==> config.mk <==
export PLATFORM = sky130hd
export DESIGN_NAME = led_pattern_scheduler
export DESIGN_NICKNAME = d
export VERILOG_FILES = /design/src/rtl/led_sched_pkg.sv /design/src/rtl/led_tick_gen.sv /design/src/rtl/led_pattern_scheduler.sv
export SDC_FILE = /design/constraint.sdc
export NUM_CORES = 1
export LEC_CHECK = 0
export BUFFER_PORTS_ARGS = -buffer_cell sky130_fd_sc_hd__clkbuf_2
export CAP_MARGIN = 20
export CORE_AREA = 5 5 129 131
export DETAILED_ROUTE_END_ITERATION = 16
export DIE_AREA = 0 0 134 136
export HOLD_SLACK_MARGIN = 0.08
export PLACE_DENSITY = 0.67
export SYNTH_ARGS = -nofsm -noshare
export SYNTH_HDL_FRONTEND = slang
export SYNTH_SLANG_ARGS = --single-unit
==> constraint.sdc <==
create_clock -name clk_10MHz -period 5.1 [get_ports clk_10MHz]
set_input_delay 1.02 -clock clk_10MHz [delete_from_list [all_inputs] [get_ports clk_10MHz]]
set_output_delay 1.02 -clock clk_10MHz [all_outputs]
set_load 0.01 [all_outputs]
==> src/rtl/led_sched_pkg.sv <==
// Shared types and field layout for the LED playlist scheduler.
// Entries pack {duration, speed, pattern} into 12 bits.
package led_sched_pkg;

  typedef enum logic [1:0] {
    IDLE,
    LOAD,
    PLAY
  } state_t;

  localparam int PAT_W   = 4;
  localparam int SPD_W   = 2;
  localparam int DUR_W   = 6;
  localparam int PAT_LSB = 0;
  localparam int SPD_LSB = PAT_LSB + PAT_W;
  localparam int DUR_LSB = SPD_LSB + SPD_W;
  localparam int ENTRY_W = DUR_LSB + DUR_W;

  localparam int DUR_ZERO_TICKS = 64;
  localparam int REM_W = DUR_W + 1;

  typedef struct packed {
    logic [DUR_W-1:0] dur;
    logic [SPD_W-1:0] spd;
    logic [PAT_W-1:0] pat;
  } entry_t;

endpackage

==> src/rtl/led_tick_gen.sv <==
// Free-running prescaler producing a 1-cycle tick every TICK_DIV clocks.
// Held at zero while clr is high, so a fresh entry starts a full period.
module led_tick_gen #(
  parameter int TICK_DIV = 1000000
) (
  input  logic clk,
  input  logic rst_n,
  input  logic clr,
  output logic tick
);

  localparam int CW = (TICK_DIV > 2) ? $clog2(TICK_DIV) : 1;
  localparam logic [CW-1:0] LAST = CW'(TICK_DIV - 1);

  logic [CW-1:0] cnt;

  // Count 0..TICK_DIV-1 and wrap; clear restarts the period.
  always_ff @(posedge clk or negedge rst_n) begin
    if (!rst_n) begin
      cnt <= '0;
    end else if (clr || cnt == LAST) begin
      cnt <= '0;
    end else begin
      cnt <= cnt + 1'b1;
    end
  end

  assign tick = !clr && (cnt == LAST);

endmodule

==> src/rtl/led_pattern_scheduler.sv <==
// Playlist controller: steps through programmed entries and drives
// the sequencer's pattern_sel/clk_selector for each entry's duration.
module led_pattern_scheduler
  import led_sched_pkg::*;
#(
  parameter int TICK_DIV = 1000000,
  parameter int DEPTH    = 8,
  localparam int IW      = $clog2(DEPTH)
) (
  input  logic               clk_10MHz,
  input  logic               rstn,
  input  logic               wr_en,
  input  logic [IW-1:0]      wr_addr,
  input  logic [ENTRY_W-1:0] wr_data,
  input  logic               start,
  input  logic               stop,
  input  logic               loop_en,
  input  logic [IW:0]        length,
  output logic [PAT_W-1:0]   pattern_sel,
  output logic [SPD_W-1:0]   clk_selector,
  output logic               busy,
  output logic [IW-1:0]      cur_index,
  output logic               done
);

  localparam logic [IW:0] LEN_MAX = (IW+1)'(DEPTH);

  state_t state;
  state_t state_n;

  entry_t           entries [DEPTH];
  entry_t           cur_e;
  logic [IW-1:0]    idx;
  logic [IW:0]      len_q;
  logic [IW:0]      len_clamp;
  logic [REM_W-1:0] remaining;
  logic             tick;
  logic             is_last;

  logic go;
  logic dec;
  logic advance;
  logic wrap;
  logic finish;

  assign len_clamp = (length > LEN_MAX) ? LEN_MAX : length;
  assign is_last   = ({1'b0, idx} == len_q - 1'b1);
  assign cur_e     = entries[idx];
  assign busy      = (state != IDLE);

  led_tick_gen #(
    .TICK_DIV(TICK_DIV)
  ) u_tick (
    .clk  (clk_10MHz),
    .rst_n(rstn),
    .clr  (state != PLAY),
    .tick (tick)
  );

  // State register.
  always_ff @(posedge clk_10MHz or negedge rstn) begin
    if (!rstn) begin
      state <= IDLE;
    end else begin
      state <= state_n;
    end
  end

  // Next-state and datapath control; stop overrides everything.
  always_comb begin
    state_n = state;
    go      = 1'b0;
    dec     = 1'b0;
    advance = 1'b0;
    wrap    = 1'b0;
    finish  = 1'b0;
    if (stop) begin
      state_n = IDLE;
    end else begin
      unique case (state)
        IDLE: begin
          if (start && length != '0) begin
            go      = 1'b1;
            state_n = LOAD;
          end
        end
        LOAD: begin
          state_n = PLAY;
        end
        PLAY: begin
          if (tick) begin
            if (remaining > REM_W'(1)) begin
              dec = 1'b1;
            end else if (!is_last) begin
              advance = 1'b1;
              state_n = LOAD;
            end else if (loop_en) begin
              wrap    = 1'b1;
              state_n = LOAD;
            end else begin
              finish  = 1'b1;
              state_n = IDLE;
            end
          end
        end
        default: state_n = IDLE;
      endcase
    end
  end

  // Playlist storage, entry latching, duration countdown and outputs.
  always_ff @(posedge clk_10MHz or negedge rstn) begin
    if (!rstn) begin
      for (int i = 0; i < DEPTH; i++) begin
        entries[i] <= '0;
      end
      pattern_sel  <= '0;
      clk_selector <= '0;
      cur_index    <= '0;
      done         <= 1'b0;
      idx          <= '0;
      len_q        <= '0;
      remaining    <= '0;
    end else begin
      done <= finish;
      if (wr_en) begin
        entries[wr_addr] <= entry_t'(wr_data);
      end
      if (stop || finish) begin
        pattern_sel  <= '0;
        clk_selector <= '0;
        cur_index    <= '0;
        idx          <= '0;
        remaining    <= '0;
      end else begin
        if (go) begin
          idx   <= '0;
          len_q <= len_clamp;
        end
        if (state == LOAD) begin
          pattern_sel  <= cur_e.pat;
          clk_selector <= cur_e.spd;
          cur_index    <= idx;
          remaining    <= (cur_e.dur == '0) ? REM_W'(DUR_ZERO_TICKS)
                                            : {1'b0, cur_e.dur};
        end
        if (dec) begin
          remaining <= remaining - 1'b1;
        end
        if (advance) begin
          idx <= idx + 1'b1;
        end
        if (wrap) begin
          idx <= '0;
        end
      end
    end
  end

endmodule
==> impl_metrics.xml <==
<?xml version="1.0" encoding="UTF-8"?>
<metrics>
  <group name="cts">
    <metric name="post_cts_buffers" unit="">0</metric>
    <metric name="clockBufferDepth" unit="">2</metric>
    <metric name="cts_inserted_buffers" unit="">17</metric>
    <metric name="worstSkewPairLatency" unit="ps">420</metric>
    <metric name="cts_root_buf" unit="">sky130_fd_sc_hd__clkbuf_16</metric>
    <metric name="cts_hold_repair.buffers" unit="">0</metric>
    <metric name="tritoncts_num_sinks" unit="">142</metric>
    <metric name="postCtsResizedCells" unit="">0</metric>
    <metric name="cts_max_level" unit="">4</metric>
    <metric name="worst_setup_hold_path_clk_slew" unit="ps">60</metric>
    <metric name="cts_tree" unit="">done</metric>
  </group>
  <group name="placed_design">
    <metric name="placed_area" unit="um^2">7101</metric>
    <metric name="gpl.final_weighted_congestion" unit="">0.8094</metric>
    <metric name="hpwl" unit="mm">9.535</metric>
    <metric name="placement.setup.worst_slack" unit="ps">2260</metric>
    <metric name="io_buffer_count" unit="">35</metric>
  </group>
  <group name="detailed_routing">
    <metric name="drt_drc_violations_left" unit="">0</metric>
    <metric name="vias" unit="">4276</metric>
    <metric name="totalWireLength" unit="mm">14.33</metric>
    <metric name="vias_per_cell" unit="">5.694</metric>
    <metric name="drt_wl_cell" unit="um">19.07</metric>
    <metric name="drt_first_pass_iters" unit="">6</metric>
    <metric name="initialDrtViolationCount" unit="">241</metric>
    <metric name="drtAntennaViolNets" unit="">0</metric>
  </group>
  <group name="grt">
    <metric name="gr-usage-all-layers" unit="%">16.83</metric>
    <metric name="grt_pass1_wl" unit="mm">24.04</metric>
    <metric name="grt.overflow.total" unit="">0</metric>
    <metric name="grt_pass1_vias" unit="">4610</metric>
    <metric name="grt_start_max_net_pins" unit="">114</metric>
    <metric name="number_of_antenna_violations_at_the_first_check_in_global_routing" unit="">0</metric>
  </group>
  <group name="power">
    <metric name="pwr_density_cell" unit="nW/um^2">391.8</metric>
    <metric name="vdd_drop_max" unit="uV">250.9</metric>
    <metric name="cell_internal_pwr" unit="mW">2.255</metric>
    <metric name="sequentialPowerShare" unit="%">46.7</metric>
    <metric name="power.switching" unit="uW">767.3</metric>
    <metric name="clock_power_share" unit="%">39.9</metric>
    <metric name="combPwrFrac" unit="%">13.4</metric>
    <metric name="power_leakage" unit="nW">3.162</metric>
    <metric name="switching_share" unit="%">25.39</metric>
    <metric name="report.power.total" unit="mW">3.022</metric>
  </group>
  <group name="floorplan">
    <metric name="die_height" unit="um">136</metric>
    <metric name="die_area" unit="um^2">18220</metric>
    <metric name="initial_core_util" unit="%">43.30</metric>
    <metric name="std_cell_rows" unit="">46</metric>
    <metric name="floorplan.die.width" unit="um">134</metric>
    <metric name="io_pins" unit="">36</metric>
    <metric name="core-area" unit="um^2">15480</metric>
  </group>
  <group name="synth">
    <metric name="yosys.area.top_type" unit="">sky130_fd_sc_hd__dfrtp_1</metric>
    <metric name="synth_fp_nets" unit="">535</metric>
    <metric name="synth-main-ff-cell" unit="">sky130_fd_sc_hd__dfrtp_1</metric>
    <metric name="ys_types" unit="">51</metric>
    <metric name="syn_avg_cell_area" unit="um^2">13.28</metric>
    <metric name="synthesis.yosys.warnings" unit="">0</metric>
    <metric name="synthCells" unit="">505</metric>
    <metric name="netlist_top_cells_area" unit="">sky130_fd_sc_hd__dfrtp_1 (53%), sky130_fd_sc_hd__mux2_2 (17%), sky130_fd_sc_hd__mux4_2 (7.4%), sky130_fd_sc_hd__mux2i_1 (1.8%), sky130_fd_sc_hd__nor2_1 (1.7%)</metric>
    <metric name="async_flop_share" unit="%">100.0</metric>
    <metric name="ys_ff_latch" unit="">142</metric>
    <metric name="syn-cell-area" unit="um^2">6704</metric>
    <metric name="synth_edf_count" unit="">0</metric>
    <metric name="synth-seq-area-share" unit="%">53.00</metric>
    <metric name="netlist.area_leader.share" unit="%">53.00</metric>
  </group>
  <group name="finish">
    <metric name="antenna-diode-count" unit="">0</metric>
    <metric name="layout_commonest_cell" unit="">sky130_fd_sc_hd__dfrtp_1</metric>
    <metric name="post_route_cells_drive_above_1_share" unit="%">37.03</metric>
    <metric name="stdcell_area" unit="um^2">7712</metric>
    <metric name="final_cell_mix" unit="">sky130_fd_sc_hd__dfrtp_1 (142), sky130_fd_sc_hd__mux2_2 (100), sky130_fd_sc_hd__clkbuf_2 (34), sky130_fd_sc_hd__nor2_1 (31), sky130_fd_sc_hd__mux4_2 (22)</metric>
    <metric name="multi_input_comb_area" unit="um^2">3013</metric>
    <metric name="layout-area-overhead-vs-synth" unit="%">15.04</metric>
    <metric name="nets" unit="">576</metric>
    <metric name="regArea" unit="um^2">3553</metric>
    <metric name="filler_cell_count" unit="">1321</metric>
  </group>
  <group name="timing">
    <metric name="worst_slack" unit="ps">2319</metric>
    <metric name="max-slew-margin-rel" unit="%">27.86</metric>
    <metric name="setup_tns" unit="ps">0</metric>
    <metric name="achievable-frequency" unit="MHz">359.6</metric>
    <metric name="rsz0062_at_grt" unit="">false</metric>
    <metric name="tightest_slew" unit="ps">1077</metric>
    <metric name="final.period_utilization" unit="%">54.52</metric>
    <metric name="skew" unit="ps">10.40</metric>
    <metric name="final_hold_viol_count" unit="">0</metric>
    <metric name="fin_worst_hold_slack" unit="ps">493.4</metric>
    <metric name="finalSetupViolations" unit="">0</metric>
    <metric name="finalWorstPathRequiredPeriod" unit="ps">2781</metric>
    <metric name="final-max-slew-violation-count" unit="">0</metric>
  </group>
  <group name="setup_path">
    <metric name="required" unit="ps">5430</metric>
    <metric name="critPathKind" unit="">reg -&gt; reg</metric>
    <metric name="worst_ep_arrival_time" unit="ps">3110</metric>
    <metric name="cp-startpoint" unit="">idx[1]</metric>
    <metric name="rr_startpoint" unit="">idx[1]</metric>
    <metric name="cp-start-kind" unit="">register</metric>
    <metric name="end_kind" unit="">register</metric>
    <metric name="critical_path.max_fanout" unit="">15</metric>
  </group>
  <group name="run">
    <metric name="cap_viol_max_count" unit="">0</metric>
  </group>
  <group name="outcome">
    <metric name="run_status" unit="">finished, final reports clean</metric>
  </group>
  <group name="min_path">
    <metric name="min-delay-start" unit="">pattern_sel[2]</metric>
    <metric name="kind_of_path_behind_the_tightest_hold_check" unit="">reg -&gt; reg</metric>
  </group>
</metrics>
[per-stage QoR]
step | utilization, % | std cells
after floorplan | - | 505
after global placement | 45.86 | 718
after detailed placement | 45.86 | 718
after CTS | 49.64 | 750
after global routing | 49.81 | 751
final | 49.81 | 751
[sequential cells by signal, indices dropped and copies added, names as in the netlist]
name          count
entries          96
len_q             4
done              1
state             2
u_tick.cnt       20
idx               3
clk_selector      2
pattern_sel       4
cur_index         3
remaining         7
[worst max-delay path, stage by stage, from the launching register on]
cell and delay (ps):
sky130_fd_sc_hd__dfrtp_1 840, sky130_fd_sc_hd__buf_4 390, sky130_fd_sc_hd__mux4_2 540, sky130_fd_sc_hd__mux2i_1 230, sky130_fd_sc_hd__nand2_1 120, sky130_fd_sc_hd__or4_1 400, sky130_fd_sc_hd__a31oi_1 160
[cell families (layout without fill, tap and decap cells)]
kind of cell,after synthesis,in the layout,share of synthesized area [%]
xor+xnor,19,19,2.482
mux,136,136,26.76
flops,142,142,53.00
simple gates,118,118,9.369
compound gates,49,49,5.096
buf+inv,36,90,2.352
fa+ha+maj,5,5,0.9332
[final timing paths]
check                                 end  slack [ps]  cells past startpoint
max                          remaining[6]        2320                      6
min                        pattern_sel[2]         490                      1
max reg2reg                  remaining[6]        2320                      6
min reg2reg                pattern_sel[2]         490                      1
max in group asynchronous     entries[76]        3460                      3
min in group asynchronous  u_tick.cnt[10]         520                      1
[area by class of cell]
| type | instances | area share, % |
|---|---|---|
| clock inverter | 13 | 1.703 |
| clock buffer | 19 | 5.873 |
| timing repair buffer | 44 | 3.488 |
| sequential | 142 | 46.07 |
| multi-input combinational | 327 | 39.07 |
| inverter | 14 | 0.6814 |
| tap | 192 | 3.115 |
[per-layer routing]
metal	share of wire, %	vias to the layer above	global-route usage (%)
li1	-	1964	-
met1	46	2213	22.04
met2	49	77	27.82
met3	3.6	22	4.367
met4	1.3	0	4.857
met5	0	-	0
[power by group through the flow]
stage	Clock, mW	Sequential, mW	Combinational (mW)
after floorplan	0	1.39	0.305
after global placement	0	1.41	0.388
after detailed placement	0	1.43	0.407
after CTS	1.24	1.41	0.409
after global routing	1.29	1.43	0.450
final	1.21	1.41	0.406
[synthesized netlist by cell type (all sizes together), types with 6 or more instances]
cell type,number
dfrtp,142
buf,12
nor3,12
mux2,100
inv,14
xor2,7
mux2i,12
nor2,31
o2bb2ai,6
mux4,24
nand2b,7
nand3,11
nand2,17
a21oi,10
nor4,6
nand4,7
clkbuf,10
o21ai,9
xnor2,12
Power figures use the tool's default switching activity.
